### config.mk
export PLATFORM = sky130hd
export DESIGN_NAME = kong_hit_manager
export DESIGN_NICKNAME = d
export VERILOG_FILES = /design/src/rtl/kong_pkg.sv /design/src/rtl/bcd_score_adder.sv /design/src/rtl/kong_hit_manager.sv
export SDC_FILE = /design/constraint.sdc
export NUM_CORES = 1
export LEC_CHECK = 0
export ABC_AREA = 1
export BUFFER_PORTS_ARGS = -buffer_cell sky130_fd_sc_hd__buf_2
export CORE_MARGIN = 2
export CORE_UTILIZATION = 59
export DETAILED_ROUTE_END_ITERATION = 10
export PLACE_DENSITY = 0.8
export SLEW_MARGIN = 5
export SYNTH_ARGS = -nofsm -noshare
export SYNTH_HDL_FRONTEND = slang
export SYNTH_HIERARCHICAL = 1
export SYNTH_SLANG_ARGS = --single-unit
### constraint.sdc
create_clock -name clk -period 6.1 [get_ports clk]
set_clock_uncertainty 0.15 [all_clocks]
set_input_delay 0.305 -clock clk [delete_from_list [all_inputs] [get_ports clk]]
set_output_delay 0.305 -clock clk [all_outputs]
set_load 0.1 [all_outputs]
### src/rtl/kong_pkg.sv
// Shared types and constants for the Kong hit manager: FSM state encoding,
// point values (BCD) and the saturation ceiling for the 4-digit score.
package kong_pkg;

    typedef enum logic [2:0] {
        ST_IDLE      = 3'd0,
        ST_PLAY      = 3'd1,
        ST_DYING     = 3'd2,
        ST_GAME_OVER = 3'd3,
        ST_WIN       = 3'd4
    } state_t;

    // Point values in BCD, hundreds digit only
    localparam logic [11:0] PTS_BARREL_JUMP = 12'h100;
    localparam logic [11:0] PTS_BONUS_ITEM  = 12'h300;

    localparam logic [15:0] BCD_MAX = 16'h9999;

endpackage

### src/rtl/bcd_score_adder.sv
// Combinational 4-digit BCD adder: 16-bit BCD score plus 12-bit BCD increment.
// A carry out of the thousands digit saturates the sum at 9999 and raises
// carry_out.
module bcd_score_adder
    import kong_pkg::*;
(
    input  logic [15:0] score_in,
    input  logic [11:0] inc_in,
    output logic [15:0] sum_out,
    output logic        carry_out
);

    logic [15:0] inc_ext;
    logic [15:0] raw;
    logic [4:0]  dig;
    logic        c;

    // Ripple the decimal carry digit by digit, then clamp on overflow
    always_comb begin
        inc_ext = {4'h0, inc_in};
        raw     = '0;
        dig     = '0;
        c       = 1'b0;
        for (int i = 0; i < 4; i++) begin
            dig = {1'b0, score_in[4*i +: 4]} + {1'b0, inc_ext[4*i +: 4]} + {4'b0, c};
            if (dig > 5'd9) begin
                raw[4*i +: 4] = 4'(dig - 5'd10);
                c             = 1'b1;
            end else begin
                raw[4*i +: 4] = dig[3:0];
                c             = 1'b0;
            end
        end
        carry_out = c;
        sum_out   = c ? BCD_MAX : raw;
    end

endmodule

### src/rtl/kong_hit_manager.sv
// Game-flow controller: turns per-frame collision pulses into score, lives
// and the IDLE/PLAY/DYING/GAME_OVER/WIN state machine. All outputs are
// registered, so a pulse in cycle n shows up in cycle n+1.
// Optional feature: define HIT_MANAGER_BONUS_LIFE_EN to award one extra life
// (capped at 7) the first time the score crosses 1000 in a game.
module kong_hit_manager
    import kong_pkg::*;
#(
    parameter int INITIAL_LIVES = 3,
    parameter int DEATH_FRAMES  = 60,
    parameter int INVULN_FRAMES = 90
) (
    input  logic        clk,
    input  logic        reset,
    input  logic        startOfFrame,
    input  logic        start_game,
    input  logic        SingleHitPulse1,
    input  logic        SingleHitPulse2,
    input  logic        SingleHitPulse3,
    input  logic        SingleHitPulse4,
    output logic [2:0]  game_state,
    output logic [15:0] score_bcd,
    output logic [2:0]  lives,
    output logic        kong_freeze,
    output logic        kong_blink,
    output logic        level_restart
);

    localparam int FW = (DEATH_FRAMES  > 0) ? $clog2(DEATH_FRAMES + 1)  : 1;
    localparam int IW = (INVULN_FRAMES > 0) ? $clog2(INVULN_FRAMES + 1) : 1;

    state_t         state;
    logic [FW-1:0]  frame_cnt, frame_dec;
    logic [IW-1:0]  inv_cnt, inv_dec;
    logic [11:0]    add_amt;
    logic [15:0]    add_sum, score_nxt;
    logic           add_ovf;
    logic           die_hit;
    logic [3:0]     lives_calc;
    logic [2:0]     lives_play;

    assign game_state = state;

    bcd_score_adder u_adder (
        .score_in  (score_bcd),
        .inc_in    (add_amt),
        .sum_out   (add_sum),
        .carry_out (add_ovf)
    );

    // Per-cycle next values: frame-paced countdowns, score increment, death test
    always_comb begin
        frame_dec = (startOfFrame && frame_cnt != '0) ? frame_cnt - FW'(1) : frame_cnt;
        inv_dec   = (startOfFrame && inv_cnt   != '0) ? inv_cnt   - IW'(1) : inv_cnt;
        // Both constants only use the hundreds digit, so a binary sum stays valid BCD
        add_amt   = (SingleHitPulse2 ? PTS_BARREL_JUMP : 12'h000)
                  + (SingleHitPulse3 ? PTS_BONUS_ITEM  : 12'h000);
        score_nxt = add_ovf ? BCD_MAX : add_sum;
        // Win outranks death; invulnerability masks barrel hits
        die_hit   = SingleHitPulse1 && !SingleHitPulse4 && (inv_cnt == '0);
        // Lives are >= 1 in PLAY, so a death never underflows here
        lives_play = (lives_calc > 4'd7) ? 3'd7 : lives_calc[2:0];
    end

`ifdef HIT_MANAGER_BONUS_LIFE_EN
    logic bonus_used;
    logic bonus_hit;

    assign bonus_hit  = (state == ST_PLAY) && !bonus_used
                     && (score_bcd[15:12] == 4'h0) && (score_nxt[15:12] != 4'h0);
    assign lives_calc = {1'b0, lives} + {3'b0, bonus_hit} - {3'b0, die_hit};

    // One bonus life per game: armed at game start, spent on the first 1000 crossing
    always_ff @(posedge clk or posedge reset) begin
        if (reset)
            bonus_used <= 1'b0;
        else if (start_game && (state == ST_IDLE || state == ST_GAME_OVER || state == ST_WIN))
            bonus_used <= 1'b0;
        else if (bonus_hit)
            bonus_used <= 1'b1;
    end
`else
    assign lives_calc = {1'b0, lives} - {3'b0, die_hit};
`endif

    // Game FSM with registered score, lives, counters and status outputs
    always_ff @(posedge clk or posedge reset) begin
        if (reset) begin
            state         <= ST_IDLE;
            score_bcd     <= '0;
            lives         <= 3'(INITIAL_LIVES);
            frame_cnt     <= '0;
            inv_cnt       <= '0;
            kong_freeze   <= 1'b1;
            kong_blink    <= 1'b0;
            level_restart <= 1'b0;
        end else begin
            level_restart <= 1'b0;
            frame_cnt     <= frame_dec;
            inv_cnt       <= inv_dec;
            kong_blink    <= (inv_dec != '0);
            case (state)
                ST_IDLE, ST_GAME_OVER, ST_WIN: begin
                    if (start_game) begin
                        state         <= ST_PLAY;
                        score_bcd     <= '0;
                        lives         <= 3'(INITIAL_LIVES);
                        frame_cnt     <= '0;
                        inv_cnt       <= '0;
                        kong_blink    <= 1'b0;
                        kong_freeze   <= 1'b0;
                        level_restart <= 1'b1;
                    end
                end
                ST_PLAY: begin
                    score_bcd <= score_nxt;
                    lives     <= lives_play;
                    if (SingleHitPulse4) begin
                        state       <= ST_WIN;
                        kong_freeze <= 1'b1;
                    end else if (die_hit) begin
                        state       <= ST_DYING;
                        kong_freeze <= 1'b1;
                        frame_cnt   <= FW'(DEATH_FRAMES);
                    end
                end
                ST_DYING: begin
                    if (frame_cnt == '0) begin
                        if (lives == 3'd0) begin
                            state <= ST_GAME_OVER;
                        end else begin
                            state         <= ST_PLAY;
                            kong_freeze   <= 1'b0;
                            level_restart <= 1'b1;
                            inv_cnt       <= IW'(INVULN_FRAMES);
                            kong_blink    <= (INVULN_FRAMES != 0);
                        end
                    end
                end
                default: begin
                    state       <= ST_IDLE;
                    kong_freeze <= 1'b1;
                end
            endcase
        end
    end

endmodule

======== Yosys cells after proc, flatten, opt, wreduce, memory -nomap -nowiden ========
Index checks and enable logic that the tools add are counted.
W data, S select, Z words.
storage, ports and cells
  flip-flop bits (word level) ............. 38
  output and inout bits ................... 25
  word-level logic and storage cells ...... 98
cells by class
  order comparisons ....................... 5
  equal/unequal tests ..................... 8
  add/sub/neg operators ................... 14
  reduce and logical (&&, ||, !) cells .... 17
  mux-type cells .......................... 46
operators by type and width
  cell                   number
  $mux W16               2
  $pmux W16 S2           1
  $mux W7                4
  $mux W6                4
  $gt A5 B4 Y1 const B   4
  $mux W3                6
  $mux W4                4
  $sub A4 B4 Y4 const B  4
  $mux W1                15
  $pmux W7 S2            1
  $reduce_bool A7 Y1     2
  $pmux W6 S2            1
  $add A9 B10 Y11        1
  $add A4 B4 Y5          2
  $add A5 B1 Y5          2
  $mux W10               1
  $mux W9                1
  $pmux W3 S3            1
  $logic_not A7 Y1       1
  $sub A7 B1 Y7 const B  1
  $eq A3 B2 Y1 const B   2
  $logic_not A3 Y1       2
  $logic_not A6 Y1       1
  $ne A2 B2 Y1 const B   3
  20 further kinds       24

======== Depth between registers and ports, before layout ========
  depth in word-level cells ............... 16
  mapped depth ............................ 35
  gate-level depth less buffers ........... 34

======== Modules after synthesis ========
Netlist, hierarchy kept.
by module, submodules not included
  module            cells an instance  area an instance (µm²)  instances  sequential area each (µm²)
  kong_hit_manager  262                2158.3                  1          954.7
  bcd_score_adder   136                827.0                   1          0.0

======== Worst setup path before layout ========
OpenSTA, ideal clock, no wires.
  path kind ............................... flip-flop to flip-flop
  start ................................... register score_bcd[1]
  end ..................................... register score_bcd[0]
  clock period less this slack ............ 5.930 ns
  buffers on the path ..................... 0
  required time ........................... 5.828 ns
  cell stages (with the launch flop) ...... 31
  data arrival time ....................... 5.658 ns
  setup slack ............................. 0.170 ns
  cells stage by stage .................... dfrtp_1 > inv_1 > fa_1 > nand3_1 > nand3_1 > nand2_1 > inv_1 > fa_1 > inv_1 > fa_1 > inv_1 > nand2_1 > nand3_1 > nand2_2 > inv_1 > fa_1 > inv_1 > fa_1 > xnor2_2 > nand2_1 > nand3_1 > nand2_2 > ha_1 > ha_1 > xnor2_1 > nand2_1 > nand2_1 > nand2_2 > or2_2 > o21ai_0 > nand2_1
on the way
  word-level cells in the longest chain between the ends .. 14
ends and longest elaborated chain
  what                    RTL line                 text
  start, declared         kong_hit_manager.sv:22   output logic [15:0] score_bcd,
  start signal, assigned  kong_hit_manager.sv:116  score_bcd <= score_nxt;
  $add A4 B4 Y5           bcd_score_adder.sv:25    dig = {1'b0, score_in[4*i +: 4]} + {1'b0, inc_ext[4*i +: 4]} + {4'b0, c};
  $gt A5 B4 Y1            bcd_score_adder.sv:26    if (dig > 5'd9) begin
  $mux W1                 bcd_score_adder.sv:26
  $add A5 B1 Y5           bcd_score_adder.sv:25
  $gt A5 B4 Y1            bcd_score_adder.sv:26
  $mux W1                 bcd_score_adder.sv:26
  $add A5 B1 Y5           bcd_score_adder.sv:25
  $gt A5 B4 Y1            bcd_score_adder.sv:26
  $mux W1                 bcd_score_adder.sv:26
  $add A4 B1 Y5           bcd_score_adder.sv:25
  $gt A5 B4 Y1            bcd_score_adder.sv:26
  $mux W1                 bcd_score_adder.sv:26
  via add_ovf             kong_hit_manager.sv:37   logic add_ovf;
  $mux W16                kong_hit_manager.sv:58   score_nxt = add_ovf ? BCD_MAX : add_sum;
  $pmux W16 S2            kong_hit_manager.sv:102  case (state)
The timed path passes the listed nets, and every way through them passes these cells.
A chain may end at the register's enable or synchronous reset.

======== Worst setup path in the final report ========
Same ends and word-level chain as after synthesis.

==> metrics.sh <==
STATUS='completed'
TIMING_MAX_TRANSITION_VIOLATIONS_FINAL=0
CRIT_FANOUT=12
CRITPATHMOSTFREQUENTCELL='sky130_fd_sc_hd__inv_1'
WORST_EP_ARRIVAL_TIME_NS=5.61
START_UTIL=0.624
DRC_ERRORS=0
CTS_BUFFERS=5
YOSYS.AREA.TOP_TYPE='sky130_fd_sc_hd__dfrtp_1'
FMAX_GHz=0.179
POST-ROUTE-PERIOD-UTIL=0.915
PLACEMENT.IO_BUFFERS=32
LAYOUT_SETUP_WS_NS=0.518
IOPINCOUNT=33
SLOWEST_CP_CELL='sky130_fd_sc_hd__fa_1'
YOSYS-TOP-CELLS-AREA='sky130_fd_sc_hd__dfrtp_1 (29%), sky130_fd_sc_hd__nand2_1 (13%), sky130_fd_sc_hd__ha_1 (9.6%)'
HOLD_PATH_STARTPOINT='start_game'
LARGEST_NET_DEGREE_AT_THE_START_OF_GLOBAL_ROUTING=39
CHIPHEIGHT_UM=75.1
SYNTH_WARNINGS=6
VIA_COUNT=2635
CTS.ROOT.BUFFER_CELL='sky130_fd_sc_hd__clkbuf_8'
GRT_PASS1_VIAS=2477
WORST_SETUP_PATH_START_KIND='flip-flop'
WORSTSETUPENDPOINTTYPE='flip-flop'
DIE_WIDTH_UM=75.1
PRE_CTS_SLACK_NS=0.259
LAYOUT_COMMON_CELLS='sky130_fd_sc_hd__nand2_1 (106), sky130_fd_sc_hd__inv_1 (67), sky130_fd_sc_hd__nor2_1 (36)'
REG2REG_FROM='score_bcd[1]'
MIN-DELAY-PATH-CLASS='primary input to flip-flop'
CLOCK_PATH_BUFFERS=2
SYNTH-EDFF-COUNT=0
YS_ASYNC_SR_FRACTION=1.00
CP_DATA_REQUIRED_TIME_NS=6.12
FINALHOLDVIOLATIONS=0
TRITONCTS_NUM_SINKS=38
HPWL_UM=4780
SETUP.REG_TO_REG.WORST_SLACK_NS=0.52
PATH_CLASS='flip-flop to flip-flop'
CORE_REGION_SQ_UM=4790
SYNTH.AVG_CELL_AREA_SQ_UM=7.50
GLOBAL_ROUTE_CONGESTION_OVERFLOW_TOTAL=0
DETAILEDROUTE.FIRSTPASSITERATIONCOUNT=4
TRITONCTS_CLOCK_TREE='built'
CP_SLOWEST_STAGE_DELAY_NS=0.49
ANT_NETS=0
NUM_ANTENNA_CELLS=0
DRT_ITER0_MARKERS=108
ROUTE.MET3.WL_UM=244
SYNTHFLOPTYPE='sky130_fd_sc_hd__dfrtp_1'
DESIGN.FINAL.NETS=482
RSZ0062_AT_GRT='false'
SYNTH-SEQ-CELLS=38
GRT_ANTENNA_BEFORE_REPAIR=0
WORST_HOLD_PATH.NUM_CELLS=4
WIRE_LENGTH_OF_THE_FIRST_GLOBAL_ROUTING_PASS_UM=10500
SYNTH_AREA_SQ_UM=2990
GR_USAGE_TOTAL=0.242
CTSHTREEMAXLEVEL=2
TIMING.FINAL.SETUP_VIOLATIONS=0
DIE_AREA_SQ_UM=5650
MAX_CAP_VIOL_COUNT=0
HOLD-WORST-SLACK_NS=0.230
POSTLAYOUTCELLAREA_SQ_UM=3360
CLOCK_PERIOD_MINUS_FINAL_WORST_SETUP_SLACK_NS=5.58
VIAS_PER_CELL=5.14
FINAL_LAYOUT_SIZE_SUFFIX_GT1_FRAC=0.197
YS_TYPES=40
WORST_HOLD_PATH.ENDPOINT='inv_cnt[6]'
FIN_TNS_SETUP_NS=0
FILLCELLCOUNT=414
POST_DRT_WL_PER_CELL_UM=11.9
PLACEMENT_ROWS=25
LAYOUT.CELLS.MOST_COMMON='sky130_fd_sc_hd__nand2_1'
CLK_LAT_WORST_SKEW_NS=0.29
REGTOREGENDPOINT='score_bcd[0]'
GP_ROUTABILITY_CONGESTION=0.894
MET1WIRELENGTH_UM=2680
SYNTHDOMINANTCELLAREASHARE=0.293
SEQ_AREA_FRAC_SYNTH=0.320
POSTROUTEWIRELENGTH_UM=6130
AREA_DELTA_SYNTH_FINAL_PCT=12.4
ROUTED.TOP_LAYER='met4'
ROUTED-WL-MET2_UM=3050
CELLS_ON_WORST_REG2REG_PATH=30
NETLIST_INSTANCES=398
POSTPLACECELLAREA_SQ_UM=3240
CLK_TRANSITION_REPORTED_PATHS_NS=0.07
[per-layer routing]
| layer | vias up | track usage |
|---|---|---|
| met5 | - | 0 |
| met4 | 0 | 0.0819 |
| met3 | 17 | 0.0549 |
| met2 | 64 | 0.426 |
| met1 | 1231 | 0.292 |
| li1 | 1323 | - |
[cell type report]
| cell class | instances | area, sq um | area share |
|---|---|---|---|
| Multi-Input combinational cell | 293 | 1780 | 0.530 |
| Clock buffer | 7 | 76.3 | 0.0227 |
| Timing Repair Buffer | 35 | 185 | 0.0552 |
| Inverter | 73 | 279 | 0.0831 |
| Sequential cell | 38 | 955 | 0.284 |
| Tap cell | 67 | 83.8 | 0.0250 |
[synth_stat cells (5+ instances only)]
cell / count
sky130_fd_sc_hd__ha_1: 23
sky130_fd_sc_hd__nor2_1: 36
sky130_fd_sc_hd__o21ai_2: 9
sky130_fd_sc_hd__nand3_1: 17
sky130_fd_sc_hd__fa_1: 5
sky130_fd_sc_hd__inv_2: 5
sky130_fd_sc_hd__nand2_1: 107
sky130_fd_sc_hd__a21oi_1: 14
sky130_fd_sc_hd__o21ai_0: 19
sky130_fd_sc_hd__dfrtp_1: 35
sky130_fd_sc_hd__inv_1: 67
[state kept, by name, indices dropped and copies added, names as in the netlist]
name and cells:
score_bcd 16, level_restart 1, lives 3, frame_cnt 6, game_state 3, inv_cnt 7
kong_freeze 1, kong_blink 1
[cells by family (layout without fill, tap and decap cells)]
family                     count (synthesis)  after routing  synth area share
other                                      1             11           0.00126
adders and majority gates                 28             28             0.130
and+or+nand+nor                          194            194             0.309
DFF                                       38             38             0.320
AOI/OAI and AO/OA                         53             53             0.109
buffers and inverters                     77            115             0.103
xor gates and xnor gates                   7              7            0.0281
[worst max-delay path, delay by kind of cell (launching register included)]
family	cells	cell delay [ns]
and+or+nand+nor	14	1.60
buffers and inverters	6	0.43
DFF	1	0.39
AOI/OAI and AO/OA	1	0.16
adders and majority gates	7	2.33
xor gates and xnor gates	2	0.40
[metrics by stage]
stage          instances   util
2_1_floorplan        408      -
3_3_place_gp         504  0.678
3_5_place_dp         504  0.678
4_1_cts              512  0.696
5_1_grt              513  0.701
6_report             513  0.701
[worst max-delay path by stage]
| stage | slack [ns] | end | startpoint | depth (start not counted) |
|---|---|---|---|---|
| after floorplan | 0.17 | score_bcd[0] | score_bcd[1] | 30 |
| after global placement | 0.51 | score_bcd[1] | score_bcd[1] | 29 |
| after detailed placement | 0.26 | score_bcd[13] | score_bcd[1] | 29 |
| after CTS | 0.17 | score_bcd[13] | score_bcd[1] | 29 |
| after global routing | 0.04 | score_bcd[12] | score_bcd[1] | 30 |
| final | 0.52 | score_bcd[0] | score_bcd[1] | 30 |
[timing repair]
item | 4_1_cts | 5_1_grt
hold buffers | 1 | 0
endpoints found under the setup margin | 0 | 15
buffers inserted | 0 | 1
hold endpoints to repair | 28 | 0
resized for setup | 0 | 7
Power is not shown: default switching activity piles up to over one toggle a cycle in this logic, so the estimate is an artifact.
